File: config.mk
export PLATFORM = sky130hd
export DESIGN_NAME = uart_tx_arbiter
export DESIGN_NICKNAME = d
export VERILOG_FILES = /design/src/rtl/uart_tx_arbiter.sv
export SDC_FILE = /design/constraint.sdc
export NUM_CORES = 1
export LEC_CHECK = 0
export BUFFER_PORTS_ARGS = -buffer_cell sky130_fd_sc_hd__buf_2
export CAP_MARGIN = 25
export CELL_PAD_IN_SITES_DETAIL_PLACEMENT = 0
export CELL_PAD_IN_SITES_GLOBAL_PLACEMENT = 2
export CORE_MARGIN = 2
export CORE_UTILIZATION = 30
export CTS_CLUSTER_DIAMETER = 30
export DETAILED_ROUTE_END_ITERATION = 16
export GPL_TIMING_DRIVEN = 0
export MAX_ROUTING_LAYER = met4
export PLACE_DENSITY_LB_ADDON = 0.1
export SYNTH_ARGS = -nofsm -noshare
export SYNTH_HDL_FRONTEND = slang
export SYNTH_SLANG_ARGS = --single-unit
export TNS_END_PERCENT = 10
File: constraint.sdc
create_clock -name clk -period 3.2 [get_ports clk]
set_input_delay 0.64 -clock clk [delete_from_list [all_inputs] [get_ports clk]]
set_output_delay 0.64 -clock clk [all_outputs]
set_load 0.02 [all_outputs]
File: src/rtl/uart_tx_arbiter.sv
// uart_tx_arbiter
//   Shares one UART_TX serializer between NUM_REQ byte-stream requesters.
//   Arbitration is round-robin at packet granularity (a packet ends with a
//   byte flagged req_last). One byte is in flight at a time; no FIFO.
// Ports
//   clk, rst_n            clock, asynchronous active-low reset
//   req_valid/req_last    per-channel byte valid / last-of-packet
//   req_data              packed byte lanes, lane i = req_data[8i+7:8i]
//   req_ready             byte on channel i accepted this cycle
//   grant                 one-hot owner of the serializer, 0 when free
//   flag_tx, tx_byte      to UART_TX (start pulse / byte to send)
//   tx_busy               from UART_TX Busy
//   pkt_done              1-cycle pulse when a packet's last byte is sent
//   tx_err                sticky: tx_busy never rose after flag_tx
module uart_tx_arbiter #(
  parameter int NUM_REQ      = 4,
  parameter int GAP_CYCLES   = 0,
  parameter int BUSY_TIMEOUT = 8
) (
  input  logic                 clk,
  input  logic                 rst_n,
  input  logic [NUM_REQ-1:0]   req_valid,
  input  logic [NUM_REQ-1:0]   req_last,
  input  logic [8*NUM_REQ-1:0] req_data,
  output logic [NUM_REQ-1:0]   req_ready,
  output logic [NUM_REQ-1:0]   grant,
  output logic                 flag_tx,
  output logic [7:0]           tx_byte,
  input  logic                 tx_busy,
  output logic                 pkt_done,
  output logic                 tx_err
);

  localparam int IW   = (NUM_REQ > 1) ? $clog2(NUM_REQ) : 1;
  localparam int CW   = $clog2(BUSY_TIMEOUT + 1);
  localparam int GW   = $clog2(GAP_CYCLES + 2);
  localparam int GLIM = (GAP_CYCLES > 0) ? GAP_CYCLES - 1 : 0;

  typedef enum logic [2:0] {
    S_IDLE, S_FETCH, S_SEND, S_WAIT_BUSY, S_WAIT_DONE, S_GAP
  } state_e;

  state_e        state_q, state_d;
  // rr_q doubles as the owner index while own_q is set: the pointer always
  // takes the granted channel, so no separate grant index is stored.
  logic [IW-1:0] rr_q, rr_d;
  logic          own_q, own_d;
  logic [7:0]    byte_q, byte_d;
  logic          last_q, last_d;
  logic [CW-1:0] cnt_q, cnt_d;
  logic [GW-1:0] gap_q, gap_d;
  logic          err_q, err_d;

  // round-robin pick: lowest valid index above the pointer, else lowest overall
  logic          pick_vld, hi_vld;
  logic [IW-1:0] pick_idx, hi_idx;
  always_comb begin
    pick_vld = 1'b0;
    pick_idx = '0;
    hi_vld   = 1'b0;
    hi_idx   = '0;
    for (int i = NUM_REQ-1; i >= 0; i--) begin
      if (req_valid[i]) begin
        pick_vld = 1'b1;
        pick_idx = IW'(i);
      end
      if (req_valid[i] && (IW'(i) > rr_q)) begin
        hi_vld = 1'b1;
        hi_idx = IW'(i);
      end
    end
    if (hi_vld) pick_idx = hi_idx;
  end

  // owner's lane
  logic       lane_vld, lane_last;
  logic [7:0] lane_data;
  always_comb begin
    lane_vld  = 1'b0;
    lane_last = 1'b0;
    lane_data = 8'h00;
    for (int i = 0; i < NUM_REQ; i++) begin
      if (rr_q == IW'(i)) begin
        lane_vld  = req_valid[i];
        lane_last = req_last[i];
        lane_data = req_data[8*i +: 8];
      end
    end
  end

  for (genvar g = 0; g < NUM_REQ; g++) begin : g_lane
    assign grant[g] = own_q && (rr_q == IW'(g));
  end

  // state register
  always_ff @(posedge clk or negedge rst_n) begin
    if (!rst_n) begin
      state_q <= S_IDLE;
      rr_q    <= IW'(NUM_REQ-1);
      own_q   <= 1'b0;
      byte_q  <= 8'h00;
      last_q  <= 1'b0;
      cnt_q   <= '0;
      gap_q   <= '0;
      err_q   <= 1'b0;
    end else begin
      state_q <= state_d;
      rr_q    <= rr_d;
      own_q   <= own_d;
      byte_q  <= byte_d;
      last_q  <= last_d;
      cnt_q   <= cnt_d;
      gap_q   <= gap_d;
      err_q   <= err_d;
    end
  end

  // next state
  always_comb begin
    state_d = state_q;
    rr_d    = rr_q;
    own_d   = own_q;
    byte_d  = byte_q;
    last_d  = last_q;
    cnt_d   = cnt_q;
    gap_d   = gap_q;
    err_d   = err_q;
    unique case (state_q)
      S_IDLE: begin
        // tx_busy gate also covers a reset taken while UART_TX is mid-frame
        if (!tx_busy && pick_vld) begin
          rr_d    = pick_idx;
          own_d   = 1'b1;
          state_d = S_FETCH;
        end
      end
      S_FETCH: begin
        if (lane_vld) begin
          byte_d  = lane_data;
          last_d  = lane_last;
          state_d = S_SEND;
        end
      end
      S_SEND: begin
        cnt_d   = '0;
        state_d = S_WAIT_BUSY;
      end
      S_WAIT_BUSY: begin
        if (tx_busy) begin
          state_d = S_WAIT_DONE;
        end else if (cnt_q == CW'(BUSY_TIMEOUT-1)) begin
          // serializer never answered: drop the packet
          err_d   = 1'b1;
          own_d   = 1'b0;
          state_d = S_IDLE;
        end else begin
          cnt_d = cnt_q + CW'(1);
        end
      end
      S_WAIT_DONE: begin
        if (!tx_busy) begin
          if (last_q) begin
            own_d   = 1'b0;
            gap_d   = '0;
            state_d = (GAP_CYCLES > 0) ? S_GAP : S_IDLE;
          end else begin
            state_d = S_FETCH;
          end
        end
      end
      S_GAP: begin
        if (gap_q == GW'(GLIM)) state_d = S_IDLE;
        else                    gap_d   = gap_q + GW'(1);
      end
      default: state_d = S_IDLE;
    endcase
  end

  // outputs
  always_comb begin
    flag_tx   = (state_q == S_SEND);
    pkt_done  = (state_q == S_WAIT_DONE) && !tx_busy && last_q;
    req_ready = grant & {NUM_REQ{state_q == S_FETCH}};
    tx_byte   = byte_q;
    tx_err    = err_q;
  end

endmodule

* Word level (Yosys, flattened, before mapping) *
Index checks and enable logic that the tools add are counted.

storage, ports and cells
  register bits after elaboration = 21
  bits of input ports = 43
  output and inout bits = 19

cells by class
  add/subtract/negate cells = 2
  order comparisons = 4
  equality and inequality tests = 18
  mux-type cells = 48
  bitwise gates (word level) = 2
  reductions and logical operators = 24

operator list
  operator               number
  $mux W8                4
  $mux W1                23
  $mux W2                9
  $mux W3                6
  $pmux W3 S6            1
  $ne A2 B2 Y1 const B   8
  $logic_and A1 B1 Y1    11
  $reduce_and A3 Y1      3
  $mux W4                2
  $pmux W4 S2            1
  $eq A3 B2 Y1 const B   2
  $eq A3 B3 Y1 const B   2
  $reduce_and A6 Y1      1
  $reduce_and A5 Y1      1
  $add A4 B1 Y4 const B  1
  $and A4 B4 Y4          1
  $eq A2 B2 Y1 const B   2
  $eq A4 B3 Y1 const B   1
  $gt A1 B2 Y1 const A   2
  $gt A2 B2 Y1 const A   2
  $reduce_and A2 Y1      2
  $reduce_bool A2 Y1     2
  $eq A3 B1 Y1 const B   1
  $logic_not A3 Y1       1
  other kinds (9)        9

* Logic depth before layout (Yosys ltp) *
  depth after elaboration = 7
  mapped depth = 5

* Worst setup path before layout *
No wires, ideal clock.

  path type = reg2out
  start point = register rr_q[0]
  end point = output req_ready[1]
  arrival time = 1.460 ns
  required time = 2.560 ns
  setup slack = 1.100 ns
  stages on the path, launching flop included = 5
  path buffers = 2
  cell sequence = dfstp_2 buf_4 buf_2 nand2_1 nor3_1

between the ends
  word-level cells in the longest chain between the ends = 3

ends and longest elaborated chain
  element                   RTL line  text
  start: declaration        46        logic [IW-1:0] rr_q, rr_d;
  start signal: assignment  99        rr_q <= IW'(NUM_REQ-1);
  start signal: assignment  108       rr_q <= rr_d;
  $eq A2 B1 Y1              92        assign grant[g] = own_q && (rr_q == IW'(g));
  $logic_and A1 B1 Y1       92
  $and A4 B4 Y4             183       req_ready = grant & {NUM_REQ{state_q == S_FETCH}};
  end: declaration          25        output logic [NUM_REQ-1:0] req_ready,

No other way between the ends.

* Final worst setup path *
  start point = register state_q[2]
  end point = output flag_tx

between the ends
  word-level cells in the longest chain between the ends = 1

ends and longest elaborated chain
  element                   RTL line  text
  start: declaration        43        state_e state_q, state_d;
  start signal: assignment  107       state_q <= state_d;
  $eq A3 B2 Y1              181       flag_tx = (state_q == S_SEND);
  end: declaration          27        output logic flag_tx,

No other way between the ends.

==> metrics.txt <==
TritonCTS clock tree yes; TritonCTS sink count 20; # IOs 62; GRT Total Usage 15.1%; overall power 1680 µW; Avg Inst Size Synth 12.0 µm²; Period minus WS final 2.33 ns; gr ovfl total 0; CTS root buffer clkbuf_8; post-layout util 41.2%; RSZ-0062 raised after global routing no; fmax 429 MHz; Final ANT Viol Nets 0; CTS resizes 0; postcts setup bufs 0; flops & latches, synth 20; hold_buf cts 0; Met1 Wirelength 1610 µm; CTS Buffer Depth 2; outcome complete, no violations; first-pass GRT wire length 5850 µm; Detail Route met2 WL 1580 µm; Final Setup Violations 0; Final Hold Violating Endpoints 0; Worst setup EP type output pin; Cells after Synth 112; multi-input logic area 773 µm²; fin. max-slew vios 0; Yosys cell types 40; static leakage 0.000906 µW; fill cell count 452; Hold Crit Class input pin to async pin; cell area after synthesis 0.00134 mm²; GP Congestion 0.803; initial core utilization 31.0%; Die ar. 0.00502 mm²; synth cell count leaders dfrtp_1 (18), mux4_2 (10), mux2_4 (9), nor2_1 (9); Rows 24; Layout Skew 0.0176 ns; Req. time, crit path 2.56 ns; period utilization 72.9%; Synth Flop Type dfrtp_1; Core Area 0.00432 mm²; Routed WL 3410 µm; largest area contributor in the netlist dfrtp_1; Synth Warn # 0; Crit Path Max Fanout 10; Max Used Layer met4; Slew headroom 57.4%; ys async rst share 100%; Setup TNS 0 ns; Max VDD drop 0.380 mV; Worst-Margin Slew 0.633 ns; cell with the most instances after synthesis dfrtp_1; top-area cell type share of the netlist area 33.6%; top cells by area, synth dfrtp_1 (34%), mux4_2 (17%), mux2_4 (10%); pwr dens 943 mW/mm²; DR WL met3 173 µm; dpl hpwl 2680 µm; # port buffers 61; share of cells above drive strength 1 54.2%; largest net degree at the start of global routing 21; Via density 5.02; ant diodes 0; drt initial violations 36; Layout area overhead 32.9%; DRC viols 0; register area 503 µm²; startpoint type of the worst setup path register; WL/cell 14.9 µm; Die W 70.9 µm; Total Nets Final 222; Worst EP arrival 1.69 ns; vias in the first global route 1190; Max Cap Violations 0; Vert. Die Dim 70.9 µm; CTS Buf Count 3; Reg clk slew, reported paths 0.09 ns; register area share after synthesis 37.5%; clk_lat worst skew 0.27 ns; vias 1149; Synthesized Nets 156; WS Path Type register to output pin; initial antenna violation count 0; H-tree depth 1; EDFF count, synth 0; drt pass-1 iters 4
-- logic make-up (layout without fill, tap and decap cells) --
logic type | after synthesis | in the layout | share of synthesized area [%]
simple gates | 43 | 43 | 20.0
mux | 21 | 21 | 28.4
flops | 20 | 20 | 37.5
compound gates | 16 | 16 | 8.40
buf+inv | 11 | 76 | 4.85
fa+ha+maj | 1 | 1 | 0.933
-- flip-flops by register name (all words and copies together), names as in the netlist --
name	cells
cnt_q	4
last_q	1
own_q	1
rr_q	2
state_q	3
tx_byte	8
tx_err	1
-- layout by cell type, fill, tap and decap left out, drive strengths merged, types with 2 or more instances in the layout --
cell | synthesis | routed
a21oi | 3 | 3
a31oi | 3 | 3
and3 | 3 | 3
buf | 4 | 65
clkbuf | 2 | 5
dfrtp | 18 | 18
dfstp | 2 | 2
inv | 5 | 5
mux2 | 9 | 9
mux2i | 2 | 2
mux4 | 10 | 10
nand2 | 5 | 5
nand2b | 5 | 5
nand3 | 2 | 2
nand3b | 2 | 2
nor2 | 9 | 9
nor3 | 5 | 5
nor3b | 2 | 2
o21ai | 2 | 2
o32a | 2 | 2
or3b | 3 | 3
-- worst max-delay path, stage by stage (launching register included) --
cell and delay [ns]:
dfrtp_1 0.39, clkbuf_1 0.19, or3b_2 0.55, inv_1 0.12, buf_2 0.17
-- metal layers --
layer / global-route usage (%) / vias to the layer above
met5: - / -
met1: 19.9 / 555
met3: 2.56 / 4
met4: 5.24 / 0
li1: - / 559
met2: 23.7 / 31
-- path summary, 6_finish.rpt --
check / slack (ns) / cells past startpoint / from / endpoint
max in group asynchronous: 2.50 / 1 / rst_n / rr_q[1]
hold / removal: 0.32 / 1 / rst_n / tx_byte[6]
setup / recovery: 0.87 / 4 / state_q[2] / flag_tx
hold reg to reg: 0.48 / 1 / tx_err / tx_err
min in group clk: 0.48 / 1 / tx_err / tx_err
setup reg to reg: 1.29 / 5 / rr_q[1] / tx_byte[2]
-- metrics by stage --
stage | cells | instance area, µm² | worst slack (ns) | hold WS [ns]
finish | 229 | 1780 | 0.868 | 0.324
global route | 229 | 1780 | 0.686 | 0.367
CTS | 229 | 1780 | 0.823 | 0.348
detailed placement | 225 | 1710 | 1.12 | 0.464
global placement | 225 | 1710 | 1.13 | 0.444
floorplan | 112 | 1340 | 1.10 | 0.344
-- power by group --
part / switching [µW] / leakage [µW] / internal, µW / total, µW
Clock: 94.2 / 0.0000357 / 167 / 261
Sequential: 73.8 / 0.000242 / 370 / 444
Combinational: 483 / 0.000628 / 494 / 977
Total: 651 / 0.000906 / 1030 / 1680
-- cell type report --
cell class,count,area share (%)
multi-input cells,81,43.4
flip-flops and latches,20,28.2
repair buffers,61,17.1
well taps,52,3.65
plain buffers,6,2.60
clock buffers,3,2.32
clock inverters,1,1.68
inverters,5,1.05
No activity file was read; power rests on OpenSTA's default activity.
